==> src/rtl/riscv_mem_pkg.sv <==
// Shared types for the riscv memory arbiter: request owner and the
// in-flight response tag carried alongside the BRAM read latency.
package riscv_mem_pkg;

    typedef enum logic {
        MEM_OWNER_IMEM = 1'b0,
        MEM_OWNER_DMEM = 1'b1
    } mem_owner_t;

    typedef struct packed {
        logic       valid;
        mem_owner_t owner;
    } mem_tag_t;

    localparam mem_tag_t MEM_TAG_IDLE = '{valid: 1'b0, owner: MEM_OWNER_IMEM};

endpackage

==> src/rtl/riscv_mem_tag_pipe.sv <==
// Fixed-depth shift register of response tags; the tail stage lines up
// with the cycle the BRAM presents read data for the tagged request.
module riscv_mem_tag_pipe
    import riscv_mem_pkg::*;
#(
    parameter int DEPTH = 2
) (
    input  logic     clk_in,
    input  logic     rst_n_in,
    input  mem_tag_t tag_in,
    output mem_tag_t tag_out
);

    mem_tag_t stage_q [DEPTH];

    always_ff @(posedge clk_in or negedge rst_n_in) begin
        if (!rst_n_in) begin
            for (int i = 0; i < DEPTH; i++) begin
                stage_q[i] <= MEM_TAG_IDLE;
            end
        end else begin
            stage_q[0] <= tag_in;
            for (int i = 1; i < DEPTH; i++) begin
                stage_q[i] <= stage_q[i-1];
            end
        end
    end

    assign tag_out = stage_q[DEPTH-1];

endmodule

==> src/rtl/riscv_mem_arbiter.sv <==
// Shares one single-port BRAM between the fetch and load/store ports:
// dmem has priority, a streak counter guarantees fetch forward progress.
module riscv_mem_arbiter
    import riscv_mem_pkg::*;
#(
    parameter int ADDR_WIDTH      = 14,
    parameter int READ_LATENCY    = 2,
    parameter int MAX_DMEM_STREAK = 4
) (
    input  logic                  clk_in,
    input  logic                  rst_n_in,
    input  logic                  imem_req_valid_in,
    output logic                  imem_req_ready_out,
    input  logic [31:0]           imem_addr_in,
    output logic                  imem_resp_valid_out,
    output logic [31:0]           imem_resp_data_out,
    input  logic                  dmem_req_valid_in,
    output logic                  dmem_req_ready_out,
    input  logic [31:0]           dmem_addr_in,
    input  logic [31:0]           dmem_data_in,
    input  logic [3:0]            dmem_write_enable_in,
    output logic                  dmem_resp_valid_out,
    output logic [31:0]           dmem_resp_data_out,
    output logic                  mem_enable_out,
    output logic [ADDR_WIDTH-1:0] mem_addr_out,
    output logic [31:0]           mem_data_out,
    output logic [3:0]            mem_write_enable_out,
    input  logic [31:0]           mem_data_in
);

    localparam int STREAK_W = (MAX_DMEM_STREAK < 1) ? 1 : $clog2(MAX_DMEM_STREAK + 1);
    localparam logic [STREAK_W-1:0] STREAK_MAX = STREAK_W'(MAX_DMEM_STREAK);

    logic [STREAK_W-1:0] streak_q, streak_d;
    logic                guard_hit;
    logic                dmem_grant;
    logic                imem_grant;
    mem_tag_t            tag_in;
    mem_tag_t            tag_tail;
    logic                unused_addr_bits;

    // Grants are qualified by reset so nothing is accepted while rst_n_in is low.
    assign guard_hit  = (MAX_DMEM_STREAK != 0) && (streak_q == STREAK_MAX) && imem_req_valid_in;
    assign dmem_grant = rst_n_in && dmem_req_valid_in && !guard_hit;
    assign imem_grant = rst_n_in && imem_req_valid_in && !dmem_grant;

    assign dmem_req_ready_out = dmem_grant;
    assign imem_req_ready_out = imem_grant;

    always_comb begin
        streak_d = streak_q;
        if (!imem_req_valid_in || imem_grant) begin
            streak_d = '0;
        end else if (dmem_grant && (streak_q != STREAK_MAX)) begin
            streak_d = streak_q + STREAK_W'(1);
        end
    end

    always_ff @(posedge clk_in or negedge rst_n_in) begin
        if (!rst_n_in) begin
            streak_q <= '0;
        end else begin
            streak_q <= streak_d;
        end
    end

    always_comb begin
        mem_enable_out       = 1'b0;
        mem_addr_out         = '0;
        mem_data_out         = '0;
        mem_write_enable_out = '0;
        if (dmem_grant) begin
            mem_enable_out       = 1'b1;
            mem_addr_out         = dmem_addr_in[ADDR_WIDTH+1:2];
            mem_data_out         = dmem_data_in;
            mem_write_enable_out = dmem_write_enable_in;
        end else if (imem_grant) begin
            mem_enable_out       = 1'b1;
            mem_addr_out         = imem_addr_in[ADDR_WIDTH+1:2];
        end
    end

    assign tag_in = '{valid: (dmem_grant || imem_grant),
                      owner: (dmem_grant ? MEM_OWNER_DMEM : MEM_OWNER_IMEM)};

    riscv_mem_tag_pipe #(
        .DEPTH (READ_LATENCY)
    ) u_tag_pipe (
        .clk_in   (clk_in),
        .rst_n_in (rst_n_in),
        .tag_in   (tag_in),
        .tag_out  (tag_tail)
    );

    // Data is unqualified on both ports; only the valid selects the owner.
    assign imem_resp_valid_out = tag_tail.valid && (tag_tail.owner == MEM_OWNER_IMEM);
    assign dmem_resp_valid_out = tag_tail.valid && (tag_tail.owner == MEM_OWNER_DMEM);
    assign imem_resp_data_out  = mem_data_in;
    assign dmem_resp_data_out  = mem_data_in;

    assign unused_addr_bits = ^{imem_addr_in[31:ADDR_WIDTH+2], imem_addr_in[1:0],
                                dmem_addr_in[31:ADDR_WIDTH+2], dmem_addr_in[1:0]};

endmodule
==> config.mk <==
export PLATFORM = sky130hd
export DESIGN_NAME = riscv_mem_arbiter
export DESIGN_NICKNAME = d
export VERILOG_FILES = /design/src/rtl/riscv_mem_pkg.sv /design/src/rtl/riscv_mem_tag_pipe.sv /design/src/rtl/riscv_mem_arbiter.sv
export SDC_FILE = /design/constraint.sdc
export NUM_CORES = 1
export LEC_CHECK = 0
export ABC_AREA = 1
export CORE_AREA = 3 3 99 101
export DETAILED_ROUTE_END_ITERATION = 10
export DIE_AREA = 0 0 102 104
export GPL_TIMING_DRIVEN = 0
export HOLD_SLACK_MARGIN = 0.08
export PLACE_DENSITY = 0.63
export SLEW_MARGIN = 30
export SYNTH_ARGS = -nofsm -noshare
export SYNTH_HDL_FRONTEND = slang
export SYNTH_SLANG_ARGS = --single-unit
==> constraint.sdc <==
create_clock -name clk_in -period 2.58 [get_ports clk_in]
set_input_delay 0.516 -clock clk_in [delete_from_list [all_inputs] [get_ports clk_in]]
set_output_delay 0.516 -clock clk_in [all_outputs]
set_load 0.03 [all_outputs]
# Yosys cells after proc, flatten, opt, wreduce, memory -nomap -nowiden
# Index checks and enable logic that the tools add are counted.
# Widths: inputs -> output; s select.
[totals] register_bits=7 input_bits=136 out_inout_bits=119 word_cells=32
[classes] n_addsub=1 eq_ne=2 mux=9 n_bitwise=1 n_reduce_logical=14
[ops] op="$mux 32" count=1
[ops] op="$mux 14" count=2
[ops] op="$logic_and 1x1->1" count=8
[ops] op="$mux 3" count=2
[ops] op="$mux 4" count=1
[ops] op="$add 3x1->3 const B" count=1
[ops] op="$eq 3x3->1 const B" count=1
[ops] op="$logic_not 1->1" count=3
[ops] op="$mux 1" count=3
[ops] op="$ne 3x3->1 const B" count=1
[ops] op="$logic_or 1x1->1" count=2
[ops] op="$reduce_bool 2->1" count=1
[ops] op="$not 1->1" count=1

# Depth between registers and ports, before layout
# Gate-level depths: netlist of the first run.
[logic_depth] depth_word=8 ltp_mapped=8 mapped_depth_nobuf=7

# Modules after synthesis
# A second synthesis of the first run with hierarchy kept.
[unflattened] hier_cells=229 hier_area_um2=1327.5
[modules_own_cells] module="riscv_mem_arbiter" n_inst=1 cells_per_inst=223 area_per_inst_um2=1212.4 seq_area_each_um2=75.1
[modules_own_cells] module="riscv_mem_tag_pipe" n_inst=1 cells_per_inst=6 area_per_inst_um2=115.1 seq_area_each_um2=100.1

# Least setup slack after synthesis of the first run
# OpenSTA, ideal clock, no wires.
[synth_path] path_type="flip-flop to output port" startpoint="register streak_q[0]" endpoint="output imem_req_ready_out" arrival_time_ns=1.408 required_ns=2.064 slack_ns=0.656 path_stages_with_launch=8 n_path_buf=1 cell_sequence="dfrtp_1 > inv_1 > ha_1 > nand3_1 > nand2_2 > inv_4 > buf_6 > nor2_1"
[synth_between] elab_chain_cells=6
[synth_rtl] element="from (decl)" line_no="riscv_mem_arbiter.sv:34" rtl="logic [STREAK_W-1:0] streak_q, streak_d;"
[synth_rtl] element="from (signal assigned)" line_no="riscv_mem_arbiter.sv:63" rtl="streak_q <= streak_d;"
[synth_rtl] element="$eq 3x3->1" line_no="riscv_mem_arbiter.sv:43" rtl="assign guard_hit = (MAX_DMEM_STREAK != 0) && (streak_q == STREAK_MAX) && imem_req_valid_in;"
[synth_rtl] element="$logic_and 1x1->1" line_no="riscv_mem_arbiter.sv:43"
[synth_rtl] element="$logic_not 1->1" line_no="riscv_mem_arbiter.sv:44" rtl="assign dmem_grant = rst_n_in && dmem_req_valid_in && !guard_hit;"
[synth_rtl] element="$logic_and 1x1->1" line_no="riscv_mem_arbiter.sv:44"
[synth_rtl] element="net dmem_req_ready_out" line_no="riscv_mem_arbiter.sv:18" rtl="output logic dmem_req_ready_out,"
[synth_rtl] element="$logic_not 1->1" line_no="riscv_mem_arbiter.sv:45" rtl="assign imem_grant = rst_n_in && imem_req_valid_in && !dmem_grant;"
[synth_rtl] element="$logic_and 1x1->1" line_no="riscv_mem_arbiter.sv:45"
[synth_rtl] element="to (decl)" line_no="riscv_mem_arbiter.sv:13" rtl="output logic imem_req_ready_out,"
# The timed path passes the listed nets, and every way through them passes these cells.

# Worst setup path in the final report of the first run
[layout_path] startpoint="input imem_req_valid_in" endpoint="output mem_data_out[24]"
[layout_between] elab_chain_cells=4
[layout_rtl] element="from (decl)" line_no="riscv_mem_arbiter.sv:12" rtl="input logic imem_req_valid_in,"
[layout_rtl] element="$logic_and 1x1->1" line_no="riscv_mem_arbiter.sv:43"
[layout_rtl] element="$logic_not 1->1" line_no="riscv_mem_arbiter.sv:44"
[layout_rtl] element="$logic_and 1x1->1" line_no="riscv_mem_arbiter.sv:44"
[layout_rtl] element="$mux 32" line_no="riscv_mem_arbiter.sv:72" rtl="if (dmem_grant) begin"
[layout_rtl] element="to (decl)" line_no="riscv_mem_arbiter.sv:26" rtl="output logic [31:0] mem_data_out,"
# Every way passes these cells.

==> metrics, run 1 <==
CTS tree=yes; NumNets Final=556; critical path peak fanout=10; Clock Tree Buf Depth=2; top cells by area, synth=buf_4, dfrtp_1, inv_1; CP startpoint kind=primary input; Max-Cap Viols=0; CTS sink count=7; total core area=9110 um^2; Cell Area, Placed=3310 um^2; Die Ht=104 um; Yosys top cell by area=buf_4; WP data arrival=1.97 ns; crit path cell chain=clkdlybuf4s50_1, nand3_1, nand2_4, buf_2, nor2_1, dlygate4sd2_1; Worst path slowest cell=clkdlybuf4s50_1; layout cells sized above 1=24.2%; Vias/cell=3.61; maximum number of pins on one net before global-route repair=12; Final Max Tran Viols=0; synthesized cell area=1310 um^2; drt initial violations=40; Setup Skew=0.00102 ns; leakage power total=0.00180 uW; Max VDD drop=0.153 mV; synth-to-layout area growth=151%; pwr dens=268 nW/um^2; worst r2r src=streak_q[0]$_DFFE_PN0P_; Commonest cells post-synth=buf_4, inv_1, nand2_1; FF-to-FF setup slack=1.37 ns; Max Clk Rate=402 MHz; unrepaired setup endpoints after global routing=yes; DR WL/cell=11.1 um; Slew @ Worst Pin=0.330 ns; total global-route track usage=9.90%; Die ar.=10600 um^2; Rel. slew slack=77.9%; top cell type's share of synthesized area=38.4%; status=finished clean; Post-Layout Inst Area=3290 um^2; Root Buffer=clkbuf_8; period utilisation layout=96.4%; Worst EP required=2.06 ns; synthesis warning total=0; H-tree depth=1; ANT nets after route=0; peak per-stage delay on the critical path=0.54 ns; Final TNS setup=0 ns; Crit Path Class=in -> out; total CTS buffers=3; Die W=102 um; crit path from=imem_req_valid_in; initial antenna violation count=0; post-synth cell types=13; Post-Syn Nets=365; Final Hold Vio Count=0; DRT Pass-1 Iters=4; # diodes=0; io pins=255; Critical R2R Capture=u_tag_pipe.stage_q[2]$_DFF_PN0_; fin crit period=2.49 ns; Port Buffers=186; final setup violating endpoints=0; number of flops mapped to enable cells by yosys=0; Post-Route WL=5840 um; gr ovfl total=0; Cells after Synth=227; # fillers=996; mean post-synth cell area=5.77 um^2; Rows=35; Synth async-reset ratio=100%; Critical path destination=mem_data_out[24]; Yosys reg bits=7; GPL Wtd Cong=0.719; sequential share of the synthesized area=13.4%; Primary FF master, synth=dfrtp_1; Via Count=1907; DR DRC count=0; clk_lat worst skew=0.23 ns; Initial Util=14.4%; nature of the critical path endpoint=output pin; number of global-route vias before repair=1884; first-pass GRT wire length=8510 um; Clock Pin Slew Worst Setup and Hold Paths=0.04 ns; Reg2Reg Depth=6; Post-DP HPWL=5360 um; Hold Path Class=in -> async; most frequent cell after synthesis=buf_4
power by group:
part           total (uW)  internal, uW  switching [uW]  leakage, uW
clock                 153           107            46.2    0.0000228
sequential            118           116            2.59    0.0000910
combinational         609           302             307      0.00169
total                 880           525             355      0.00180
state kept, by name (all words and copies together), names as in the netlist:
register / cells
streak_q: 3
u_tag_pipe.stage_q: 2
u_tag_pipe.tag_out: 2
final cells by class:
cell class                      count  area (um^2)  share of cell area [%]
Inverter                           48          183                    5.56
Clock buffer                        4         45.0                    1.37
Tap cell                          111          139                    4.23
Timing Repair Buffer              186         1780                    54.2
Sequential cell                     7          175                    5.33
Multi-Input combinational cell    101          428                    13.0
Buffer                             71          534                    16.3
worst min-delay path by stage:
| stage | end | slack [ns] | start |
|---|---|---|---|
| floorplan | streak_q[0]$_DFFE_PN0P_ | 0.22 | rst_n_in |
| global placement | u_tag_pipe.tag_out[1]$_DFF_PN0_ | 0.33 | u_tag_pipe.stage_q[3]$_DFF_PN0_ |
| detailed placement | u_tag_pipe.tag_out[1]$_DFF_PN0_ | 0.34 | u_tag_pipe.stage_q[3]$_DFF_PN0_ |
| CTS | streak_q[2]$_DFFE_PN0P_ | 0.24 | rst_n_in |
| global route | streak_q[2]$_DFFE_PN0P_ | 0.25 | rst_n_in |
| finish | streak_q[2]$_DFFE_PN0P_ | 0.23 | rst_n_in |
logic make-up (layout without fill, tap and decap cells):
family	after synthesis	in the layout	synth area share, %
buffers and inverters	119	309	54.3
DFF	7	7	13.4
adders and majority gates	2	2	1.91
and+or+nand+nor	97	97	29.6
AOI/OAI and AO/OA	2	2	0.764
layout by cell type (no fill, tap or decap):
cell             count
clkdlybuf4s50_1    133
buf_4               68
inv_1               45
nand2_1             41
nor2_1              38
dlygate4sd2_1       30
nand3_1             17
clkdlybuf4s15_2     11
clkbuf_2             7
dfrtp_1              7
buf_2                5
clkbuf_8             3
inv_2                2
o21ai_0              2
ha_1                 2
nand2_4              1
inv_4                1
buf_6                1
clkbuf_4             1
clkbuf_1             1
clkdlybuf4s18_2      1
worst max-delay path, delay by kind of cell:
family                 cells  cell delay (ns)
and+or+nand+nor            3             0.34
buffers and inverters      3             1.11
stage by stage:
stage / setup WS, ns / utilization, % / hold slack (ns) / power, uW / std cells
2_1_floorplan: 0.656 / - / 0.220 / 456 / 227
3_3_place_gp: -0.685 / 36.3 / 0.334 / 754 / 524
3_5_place_dp: -0.691 / 36.3 / 0.336 / 759 / 524
4_1_cts: 0.00522 / 36.6 / 0.235 / 893 / 528
5_1_grt: -0.000161 / 36.1 / 0.249 / 926 / 528
6_report: 0.0930 / 36.1 / 0.232 / 880 / 528
timing repair:
item	CTS	global route
gates resized for setup	87	25
setup buffers	0	0
pin swaps	0	0
endpoints found under the setup margin	53	49
hold buffers	0	0
per-layer routing:
layer	share of wire, %	wire (um)	track usage, %	vias to the layer above
met4	1.2	73	2.81	0
met5	0	0	0	-
li1	-	-	-	963
met1	33	1900	9.08	815
met3	12	694	2.48	6
met2	54	3170	20.4	123
Power figures use the tool's default switching activity.
==> run 2, diff against run 1 <==
--- a/config.mk
+++ b/config.mk
@@ -7,6 +7,7 @@
 export LEC_CHECK = 0
 export ABC_AREA = 1
 export CORE_AREA = 3 3 99 101
+export CTS_CLUSTER_DIAMETER = 80
 export DETAILED_ROUTE_END_ITERATION = 10
 export DIE_AREA = 0 0 102 104
 export GPL_TIMING_DRIVEN = 0
==> results of run 2 <==
The final DEF is identical to that of run 1; final timing and power are the same.
